File: config.mk
export PLATFORM = sky130hd
export DESIGN_NAME = parking_gate_fsm
export DESIGN_NICKNAME = d
export VERILOG_FILES = /design/src/rtl/parking_gate_fsm_pkg.sv /design/src/rtl/parking_gate_fsm_gate_timer.sv /design/src/rtl/parking_gate_fsm.sv
export SDC_FILE = /design/constraint.sdc
export NUM_CORES = 1
export LEC_CHECK = 0
export ABC_AREA = 0
export ABC_CLOCK_PERIOD_IN_PS = 3180
export CORE_UTILIZATION = 52
export CTS_CLUSTER_DIAMETER = 200
export DETAILED_ROUTE_END_ITERATION = 7
export MAX_ROUTING_LAYER = met4
export PLACE_DENSITY = 0.86
export SYNTH_ARGS = -nofsm -noshare
export SYNTH_HDL_FRONTEND = slang
export SYNTH_SLANG_ARGS = --single-unit
export TNS_END_PERCENT = 50
File: constraint.sdc
create_clock -name clk -period 3.18 [get_ports clk]
set_input_delay 0.477 -clock clk [delete_from_list [all_inputs] [get_ports clk]]
set_output_delay 0.477 -clock clk [all_outputs]
set_load 0.02 [all_outputs]
File: src/rtl/parking_gate_fsm_pkg.sv
// Shared definitions for the parking gate controller: state codes and sensor bit positions.
package parking_gate_fsm_pkg;

    typedef enum logic [3:0] {
        StIdle       = 4'd0,
        StEntryOpen  = 4'd1,
        StEntryPass  = 4'd2,
        StExitOpen   = 4'd3,
        StExitPass   = 4'd4,
        StFullReject = 4'd5
    } state_e;

    localparam int unsigned SENS_ENTRY_REQ  = 3;
    localparam int unsigned SENS_EXIT_REQ   = 2;
    localparam int unsigned SENS_ENTRY_PASS = 1;
    localparam int unsigned SENS_EXIT_PASS  = 0;

    localparam int unsigned TIMER_WIDTH = 8;

endpackage

File: src/rtl/parking_gate_fsm_gate_timer.sv
// Door-open timer: 8-bit counter with synchronous clear/enable, done at DOOR_TIMEOUT-1.
module parking_gate_fsm_gate_timer
    import parking_gate_fsm_pkg::*;
#(
    parameter int unsigned DOOR_TIMEOUT = 16
) (
    input  logic clk,
    input  logic rst,
    input  logic clear,
    input  logic enable,
    output logic done
);

    logic [TIMER_WIDTH-1:0] count_q;
    logic [TIMER_WIDTH-1:0] count_d;

    always_comb begin
        count_d = count_q;
        if (clear) begin
            count_d = '0;
        end else if (enable) begin
            count_d = count_q + 1'b1;
        end
    end

    always_ff @(posedge clk or posedge rst) begin
        if (rst) begin
            count_q <= '0;
        end else begin
            count_q <= count_d;
        end
    end

    assign done = (count_q == TIMER_WIDTH'(DOOR_TIMEOUT - 1));

endmodule

File: src/rtl/parking_gate_fsm.sv
// Single-lane parking gate controller: arbitrates entry/exit gates and tracks lot occupancy.
module parking_gate_fsm
    import parking_gate_fsm_pkg::*;
#(
    parameter int unsigned CAPACITY     = 8,
    parameter int unsigned DOOR_TIMEOUT = 16
) (
    input  logic       clk,
    input  logic       rst,
    input  logic [3:0] in,
    output logic [3:0] state,
    output logic       door_open_pulse,
    output logic [3:0] occupancy,
    output logic       full
);

    state_e     state_q, state_d;
    logic       pulse_q, pulse_d;
    logic [3:0] occ_q, occ_d;
    logic       timer_clear, timer_en, timer_done;

    parking_gate_fsm_gate_timer #(
        .DOOR_TIMEOUT(DOOR_TIMEOUT)
    ) u_gate_timer (
        .clk   (clk),
        .rst   (rst),
        .clear (timer_clear),
        .enable(timer_en),
        .done  (timer_done)
    );

    always_ff @(posedge clk or posedge rst) begin
        if (rst) begin
            state_q <= StIdle;
            pulse_q <= 1'b0;
            occ_q   <= '0;
        end else begin
            state_q <= state_d;
            pulse_q <= pulse_d;
            occ_q   <= occ_d;
        end
    end

    always_comb begin
        state_d = state_q;
        unique case (state_q)
            StIdle: begin
                if (in[SENS_EXIT_REQ] && (occ_q != 4'd0)) begin
                    state_d = StExitOpen;
                end else if (in[SENS_ENTRY_REQ] && !full) begin
                    state_d = StEntryOpen;
                end else if (in[SENS_ENTRY_REQ]) begin
                    state_d = StFullReject;
                end
            end
            StEntryOpen: begin
                if (in[SENS_ENTRY_PASS]) begin
                    state_d = StEntryPass;
                end else if (timer_done) begin
                    state_d = StIdle;
                end
            end
            StEntryPass:  if (!in[SENS_ENTRY_PASS]) state_d = StIdle;
            StExitOpen: begin
                if (in[SENS_EXIT_PASS]) begin
                    state_d = StExitPass;
                end else if (timer_done) begin
                    state_d = StIdle;
                end
            end
            StExitPass:   if (!in[SENS_EXIT_PASS]) state_d = StIdle;
            StFullReject: if (!in[SENS_ENTRY_REQ]) state_d = StIdle;
            default:      state_d = StIdle;
        endcase
    end

    always_comb begin
        // Open states are only reachable from idle, so this marks the first open cycle.
        pulse_d     = (state_q == StIdle) &&
                      ((state_d == StEntryOpen) || (state_d == StExitOpen));
        timer_en    = (state_q == StEntryOpen) || (state_q == StExitOpen);
        timer_clear = !timer_en;
        occ_d       = occ_q;
        if ((state_q == StEntryPass) && !in[SENS_ENTRY_PASS] && !full) begin
            occ_d = occ_q + 4'd1;
        end else if ((state_q == StExitPass) && !in[SENS_EXIT_PASS] && (occ_q != 4'd0)) begin
            occ_d = occ_q - 4'd1;
        end
    end

    assign state           = state_q;
    assign door_open_pulse = pulse_q;
    assign occupancy       = occ_q;
    assign full            = (occ_q == 4'(CAPACITY));

endmodule

After elaboration in Yosys (flattened, before gate mapping)
Index checks and enable logic that the tools add are counted.
Widths: inputs -> output; s select.
Operators by class
  $mul: 0
  bitwise logic cells: 0
  equality and inequality tests: 9
  multiplexer cells: 13
  reduce and logical (&&, ||, !) cells: 15
  shift-type cells: 0
  div/mod/pow operators: 0
  add/sub/neg operators: 3
  order comparisons: 0
Operators by type and width (number)
  $mux 4: 11
  $pmux 4 s6: 1
  $eq 4x2->1 const B: 3
  $add 8x1->8 const B: 1
  $eq 4x1->1 const B: 2
  $eq 4x3->1 const B: 2
  $eq 8x4->1 const B: 1
  $mux 8: 1
  $logic_and 1x1->1: 7
  $add 4x1->4 const B: 1
  $eq 4x4->1 const B: 1
  $logic_not 4->1: 1
  $reduce_bool 4->1: 1
  $sub 4x1->4 const B: 1
  $logic_not 1->1: 3
  $logic_or 1x1->1: 2
  $reduce_bool 2->1: 1
Storage, ports and cells
  input port bits: 6
  bits in latches: 0
  bits in writable memories: 0
  memory bits (read-only): 0
  word-level logic and storage cells: 44
  memories kept: 0
  register bits after elaboration: 17

Depth between registers and ports, before layout
Gate-level depths: netlist (run 1).
  depth in word-level cells: 9
  depth in mapped cells: 9

Cells and area by module
Synthesis (run 1) repeated with hierarchy kept, for this count alone.
Unflattened totals
  cells, all modules: 114
  area, all modules: 1067.3 um2
Modules (own cells, without submodules)
  parking_gate_fsm: instances 1, sequential area each 225.2 um2, cells each 74, area an instance 659.4 um2
  parking_gate_fsm_gate_timer: instances 1, sequential area each 200.2 um2, cells each 40, area an instance 407.9 um2

Worst setup path after synthesis (run 1)
Ideal clock, no wire load.
  path kind: reg-to-reg
  start point: register state_q[0] (netlist: state[0])
  end point: register occ_q[3] (netlist: occupancy[3])
  path slack: 699 ps
  cell stages (with the launch flop): 10
  required time: 3056 ps
  path buffers: 1
  arrival time: 2357 ps
  setup time: 124 ps
  cells stage by stage: dfrtp_1 buf_6 nor3_1 and2_1 nand2_1 ha_1 a21o_1 a21oi_1 mux2_4 a211o_1
Between the ends
  longest elaborated chain between the ends: 4
  elaborated cells between the ends (all ways): 8
  classes of those cells: eq/ne: 2; mux: 1; reduce/logical: 5
RTL lines
  from (decl): RTL line parking_gate_fsm.sv:17  | state_e state_q, state_d;
  from (signal assigned): RTL line parking_gate_fsm.sv:34  | state_q <= StIdle;
  from (signal assigned): RTL line parking_gate_fsm.sv:38  | state_q <= state_d;
  $eq 4x2->1 or $eq 4x3->1 (tied branches): RTL line parking_gate_fsm.sv:84, parking_gate_fsm.sv:86
  $logic_and 1x1->1 (on tied branches) (2 in a row): RTL line parking_gate_fsm.sv:84, parking_gate_fsm.sv:86
  $mux 4 or $reduce_bool 2->1 (tied branches)
  to (signal assigned): RTL line parking_gate_fsm.sv:36  | occ_q <= '0;
  to (signal assigned): RTL line parking_gate_fsm.sv:40  | occ_q <= occ_d;
  to (decl): RTL line parking_gate_fsm.sv:19  | logic [3:0] occ_q, occ_d;
Several ways; a longest one is shown, not always the timed one.
A chain may end at the register's enable or synchronous reset.

Worst setup path after layout (run 1)
Ends and elaborated chain as after synthesis.

==> out/metrics.csv, run 1 <==
stage,metric,value,unit
logic_synthesis,ys_types,40,
layout,diodes,0,
clocking,ctsHoldBuffers,0,
sta,postLayoutSetupSlackWorst,0.664,ns
grt,grt_pass1_vias,728,
clocking,h-tree-depth,1,
power_and_ir_drop,vdd_drop_max,0.507,mV
clocking,cts.clk_slew.worst_paths,0.10,ns
logic_synthesis,synth_top_area_share,42.0,%
route,first_pass_iters,4,
clocking,cts-root-buf,clkbuf_4,
sta,tns,0,ns
logic_synthesis,netlist_area,1010,µm²
worst_setup_path,start_kind,register,
power_and_ir_drop,power_density,743,nW/µm²
logic_synthesis,synth_top_area_cell,dfrtp_1,
logic_synthesis,synth_flop_cell,dfrtp_1,
floorplan,num_rows,15,
clocking,cts_buffers,3,
logic_synthesis,synth-seq-cells,17,
worst_setup_path,end_kind,register,
logic_synthesis,async_reset_ff_share,100,%
clocking,cts_resized,0,
worst_setup_path,path_cells,nor3_1 > and2_1 > nand2_1 > ha_1 > a21o_1 > a21oi_1 > mux2_4 > a211o_1,
placed_design,dp_slack,0.383,ns
outcome,status,completed,
layout,layout_common_cells,"17 x dfrtp_1, 15 x clkdlybuf4s50_1, 10 x inv_1",
sta,clock.fmax,398,MHz
worst_setup_path,crit_fanout,8,
logic_synthesis,syn_nets,115,
sta,drv_slew,0,
clocking,clk_path_buf_depth,2,
logic_synthesis,syn_area_per_cell,9.65,µm²
layout,stdcell_area,1190,µm²
sta,setup-violations-final,0,
layout,finish.utilization,66.9,%
power_and_ir_drop,p_total,0.885,mW
layout,final_cells,145,
floorplan,die_width,46.1,µm
route,wire_per_inst,13.1,µm
sta,relSlewSlack,57.8,%
floorplan,core_area,1780,µm²
floorplan,initial_core_util,56.8,%
sta,final-hold-violation-count,0,
layout,area_growth,17.7,%
clocking,postCtsSetupRepairBufs,0,
worst_setup_path,max_stage_delay,0.49,ns
route,ant_nets,0,
clocking,numClockSinks,17,
route,drtIter0Drc,24,
grt,antenna_found_initial,0,
clocking,clock_latency,0.30,ns
worst_setup_path,worstPathArrival,2.71,ns
sta,min_period,2.52,ns
flow_run,drv_cap,0,
route,drc,0,
logic_synthesis,synth-seq-area-share,42.0,%
placed_design,dpl-instance-area,1160,µm²
sta,layout_worst_path_cycle_share,79.1,%
grt,grt_start_max_net_pins,18,
grt,grt_remaining_overflow,0,
layout,fin_nets,131,
placed_design,hpwl,1400,µm
worst_setup_path,cpMaxStageDelayCell,dfrtp_1,
floorplan,die_h,46.1,µm
worst_setup_path,crit_required,3.38,ns
grt,grt_usage,22.2,%
placed_design,dp_cells,141,
logic_synthesis,netlist_instances,105,
worst_setup_path,crit_type,register to register,
clocking,cts_tree,done,
sta,rsz0062_at_grt,no,
min_path,min_path_type,register to register,
logic_synthesis,synth-edff-count,0,
route,vias_per_cell,5.83,
sta,finClkSkew,0.00122,ns
placed_design,numPortBuffers,15,
placed_design,place.gp.congestion,0.945,
layout,layout-drive-gt1-share,6.67,%
layout,final_common_cell,dfrtp_1,
sta,worst_pin_slew,0.633,ns
power_and_ir_drop,power_leakage,0.511,nW
floorplan,fp.dieArea,2130,µm²
logic_synthesis,ys.warnings.count,0,
grt,grt_pass1_wl,3170,µm
logic_synthesis,synth_area_leaders,"dfrtp_1 42%, ha_1 3.7%, inv_1 3.7%, xnor2_1 3.5%, nor2_1 3.3%",
route,via_count,846,
floorplan,ioPinCount,16,
sta,timing.hold.ws,0.470,ns
route,wirelength,1900,µm
## power breakdown
group	switching, mW	total, mW	internal (mW)
registers	0.0870	0.349	0.262
clock network	0.0754	0.123	0.0480
logic	0.204	0.413	0.210
total	0.366	0.885	0.520
## flip-flops by register name, indices dropped and copies added, names as in the netlist
name,flops
state,4
occupancy,4
door_open_pulse,1
u_gate_timer.count_q,8
## cells by family after synthesis
family / after synthesis / share of synthesized area, %
other: 1 / 0.370
xor gates and xnor gates: 7 / 6.05
muxes: 2 / 2.47
DFF: 17 / 42.0
AOI/OAI and AO/OA: 18 / 13.0
buffers and inverters: 14 / 6.91
adders and majority gates: 4 / 5.68
and+or+nand+nor: 42 / 23.6
## worst max-delay path: cells and delay by family (launching register included)
family	cells	cell delay, ns
DFF	1	0.49
adders and majority gates	1	0.29
and+or+nand+nor	3	0.62
AOI/OAI and AO/OA	3	0.67
muxes	1	0.32
## cells in the mapped netlist, drive strengths merged (2+ instances only)
master and number:
o21ai 3, dfrtp 17, nand4 2, nand2 5
xnor2 4, xor2 3, and2 2, o22ai 2
inv 10, buf 4, nor4 2, nor3 3
or3 2, nor2 9, ha 3, and3 2
or4 4, nand3 5, a21oi 3
## metal layers
metal  global-route usage, %  vias up  part of all wire, %
li1                        -      408                    -
met1                    29.6      403                   45
met2                    30.1       28                   46
met3                    4.31        7                  5.2
met4                    14.7        0                  3.1
met5                       -        -                    0
## layout make-up
class                           count  area, µm²
Clock buffer                        3       22.5
Clock inverter                      1       7.51
Multi-Input combinational cell     74        518
Sequential cell                    17        425
Inverter                           10       37.5
Fill cell                         147        591
Tap cell                           25       31.3
Timing Repair Buffer               15        150
## worst paths after layout
| kind | slack, ns | start | to | depth (start not counted) |
|---|---|---|---|---|
| max | 0.66 | state[0] | occupancy[3] | 8 |
| min | 0.47 | u_gate_timer.count_q[0] | u_gate_timer.count_q[0] | 1 |
| max reg2reg | 0.66 | state[0] | occupancy[3] | 8 |
| min reg2reg | 0.47 | u_gate_timer.count_q[0] | u_gate_timer.count_q[0] | 1 |
| max in group asynchronous | 2.23 | rst | state[1] | 2 |
| min in group asynchronous | 0.54 | rst | occupancy[2] | 2 |
No activity file was read; power rests on OpenSTA's default activity.
==> run 2, diff against run 1 <==
ABC_CLOCK_PERIOD_IN_PS = 2200   (was 3180)
CORE_UTILIZATION = 47   (was 52)
PLACE_DENSITY = 0.82   (was 0.86)
clock period = 2.2 ns   (was 3.18 ns; I/O delays follow)
==> run 2 against run 1 <==
Sequential share of layout area down 3.6 points. Routed wire length rose by 12%. Core utilization up 0.44 points.
==> out/metrics.csv, run 2 (synthesized netlist as in run 1, its figures left out) <==
stage,metric,value,unit,change
floorplan,die_h,48.4,µm,+5.0%
layout,largest_reg_flops,8,,unchanged
worst_setup_path,r2r_slack,0.04,ns,-0.62 ns
route,ant_nets,0,,unchanged
sta,clock.fmax,462,MHz,
clocking,cts_tree,done,,
sta,timing.hold.ws,0.415,ns,-0.0554 ns
worst_setup_path,worstPathArrival,2.34,ns,-0.37 ns
sta,finClkSkew,0.000949,ns,-0.000268 ns
floorplan,initial_core_util,50.6,%,-6.2 points
sta,final-hold-violation-count,0,,unchanged
power_and_ir_drop,p_comb_share,57.8,%,+11 points
layout,fillCellCount,164,,+12%
layout,fin_nets,144,,+9.9%
grt,grt_pass1_wl,3710,µm,+17%
layout,regMostFlops,u_gate_timer.count_q,,
power_and_ir_drop,p_total,1.46,mW,+65%
clocking,postCtsSetupRepairBufs,0,,unchanged
route,wirelength,2120,µm,+12%
layout,area_growth,33.0,%,
power_and_ir_drop,internal_power,0.875,mW,+68%
layout,diodes,0,,unchanged
worst_setup_path,cpMaxStageDelayCell,clkdlybuf4s50_1,,
power_and_ir_drop,vdd_drop_max,0.738,mV,+46%
power_and_ir_drop,clock_power_share,11.2,%,-2.7 points
min_path,min_path_type,primary input to async pin,,
sta,relSlewSlack,58.0,%,+0.19 points
worst_setup_path,cp_num_buf_inv,1,,+1
sta,layout_worst_path_cycle_share,98.5,%,
placed_design,hpwl,1670,µm,+19%
worst_setup_path,end_kind,register,,
power_and_ir_drop,pwr-share-seq,31.0,%,-8.4 points
route,first_pass_iters,4,,unchanged
clocking,h-tree-depth,1,,unchanged
clocking,cts_buffers,3,,unchanged
power_and_ir_drop,power_density,1090,nW/µm²,+46%
route,via_count,904,,+6.9%
layout,layout_common_cells,"14 x clkdlybuf4s50_1, 13 x buf_4, 12 x dfrtp_1",,
outcome,status,completed,,
clocking,numClockSinks,17,,unchanged
worst_setup_path,path_delay_family,compound AO/OA/AOI/OAI gates,,
grt,grt_remaining_overflow,0,,unchanged
grt,grt_start_max_net_pins,18,,unchanged
sta,min_period,2.17,ns,
worst_setup_path,timing.rr.start,state[2],,
sta,rsz0062_at_grt,yes,,
sta,worst_pin_slew,0.630,ns,-0.00291 ns
placed_design,place.gp.congestion,0.903,,-4.4%
power_and_ir_drop,power_leakage,0.600,nW,+17%
worst_setup_path,rr_worst_depth,8,,unchanged
route,vias_per_cell,5.65,,-3.2%
grt,antenna_found_initial,0,,unchanged
clocking,clk_path_buf_depth,2,,unchanged
grt,grt_pass1_vias,856,,+18%
flow_run,drv_cap,0,,unchanged
floorplan,core_area,2000,µm²,+12%
placed_design,dp_slack,-0.278,ns,-0.661 ns
worst_setup_path,max_stage_delay,0.47,ns,-0.02 ns
clocking,cts.clk_slew.worst_paths,0.10,ns,about the same
worst_setup_path,timing.rr.end,occupancy[3],,
worst_setup_path,start_kind,primary input,,
floorplan,ioPinCount,16,,unchanged
worst_setup_path,crit_fanout,3,,-5
power_and_ir_drop,p_sw_share,40.2,%,-1.1 points
clocking,clock_latency,0.28,ns,-0.02 ns
sta,postLayoutSetupSlackWorst,0.0335,ns,-0.631 ns
worst_setup_path,path_cells,clkdlybuf4s50_1 > and2b_1 > and2_4 > nand2_4 > ha_4 > a21o_1 > a21oi_2 > mux2_4 > a211o_1,,
route,wire_per_inst,13.3,µm,+1.3%
placed_design,numPortBuffers,15,,unchanged
route,drtIter0Drc,21,,-13%
layout,layout-drive-gt1-share,24.1,%,+17 points
sta,drv_slew,0,,unchanged
floorplan,fp.dieArea,2350,µm²,+10%
layout,final_common_cell,clkdlybuf4s50_1,,
sta,setup-violations-final,0,,unchanged
sta,tns,0,ns,unchanged
worst_setup_path,crit_type,primary input to register,,
worst_setup_path,crit_required,2.38,ns,-1.00 ns
floorplan,num_rows,16,,+1
clocking,ctsHoldBuffers,0,,unchanged
grt,grt_usage,21.3,%,-0.82 points
route,drc,0,,unchanged
power_and_ir_drop,switchingPower,0.588,mW,+61%
clocking,cts-root-buf,clkbuf_4,,
floorplan,die_width,48.4,µm,+5.0%
run 2: cell count changes in the layout (fill, tap and decap cells not counted), sizes merged:
cell,delta
clkinvlp,-1
clkinv,+1
buf,+13
clkdlybuf4s50,-1
dlymetal6s2s,+1
run 2: cell type report:
cell class / count / area (µm²) / share of cell area (%)
Multi-Input combinational cell: 74 / 567 / 42.1
Sequential cell: 17 / 432 / 32.0
Timing Repair Buffer: 28 / 250 / 18.6
Inverter: 10 / 37.5 / 2.79
Tap cell: 27 / 33.8 / 2.51
Clock buffer: 3 / 22.5 / 1.67
Clock inverter: 1 / 5.00 / 0.371
run 2: what timing repair did:
item	CTS	global route
hold endpoints to repair	0	0
gates resized for setup	0	2
endpoints found under the setup margin	0	2
run 2: through the flow:
stage | instances | cell area (µm²) | utilization, %
finish | 160 | 1350 | 67.3
global route | 160 | 1350 | 67.3
CTS | 160 | 1340 | 66.9
detailed placement | 156 | 1310 | 65.5
global placement | 156 | 1310 | 65.5
floorplan | 105 | 1060 | -
run 2: power groups by stage:
stage	logic, mW	registers [mW]	clock network [mW]
2_1_floorplan	0.427	0.553	0
3_3_place_gp	0.819	0.446	0
3_5_place_dp	0.838	0.450	0
4_1_cts	0.841	0.445	0.169
5_1_grt	0.920	0.468	0.184
6_report	0.845	0.454	0.164
run 2: metal layers:
metal	global-route usage, %	part of all wire [%]
met4	10.3	1.3
met2	35.4	49
met1	25.5	46
met3	3.14	3.6
met5	-	0
run 2: how the worst max path moves through the flow:
stage            startpoint           end  slack [ns]  cells after the start
6_report              in[1]  occupancy[3]        0.03                      9
5_1_grt               in[1]  occupancy[3]       -0.06                      9
4_1_cts        occupancy[2]          full       0.003                      4
3_5_place_dp          in[1]  occupancy[3]       -0.28                      9
3_3_place_gp          in[1]  occupancy[3]       -0.23                      9
2_1_floorplan      state[1]  occupancy[3]       0.003                      9
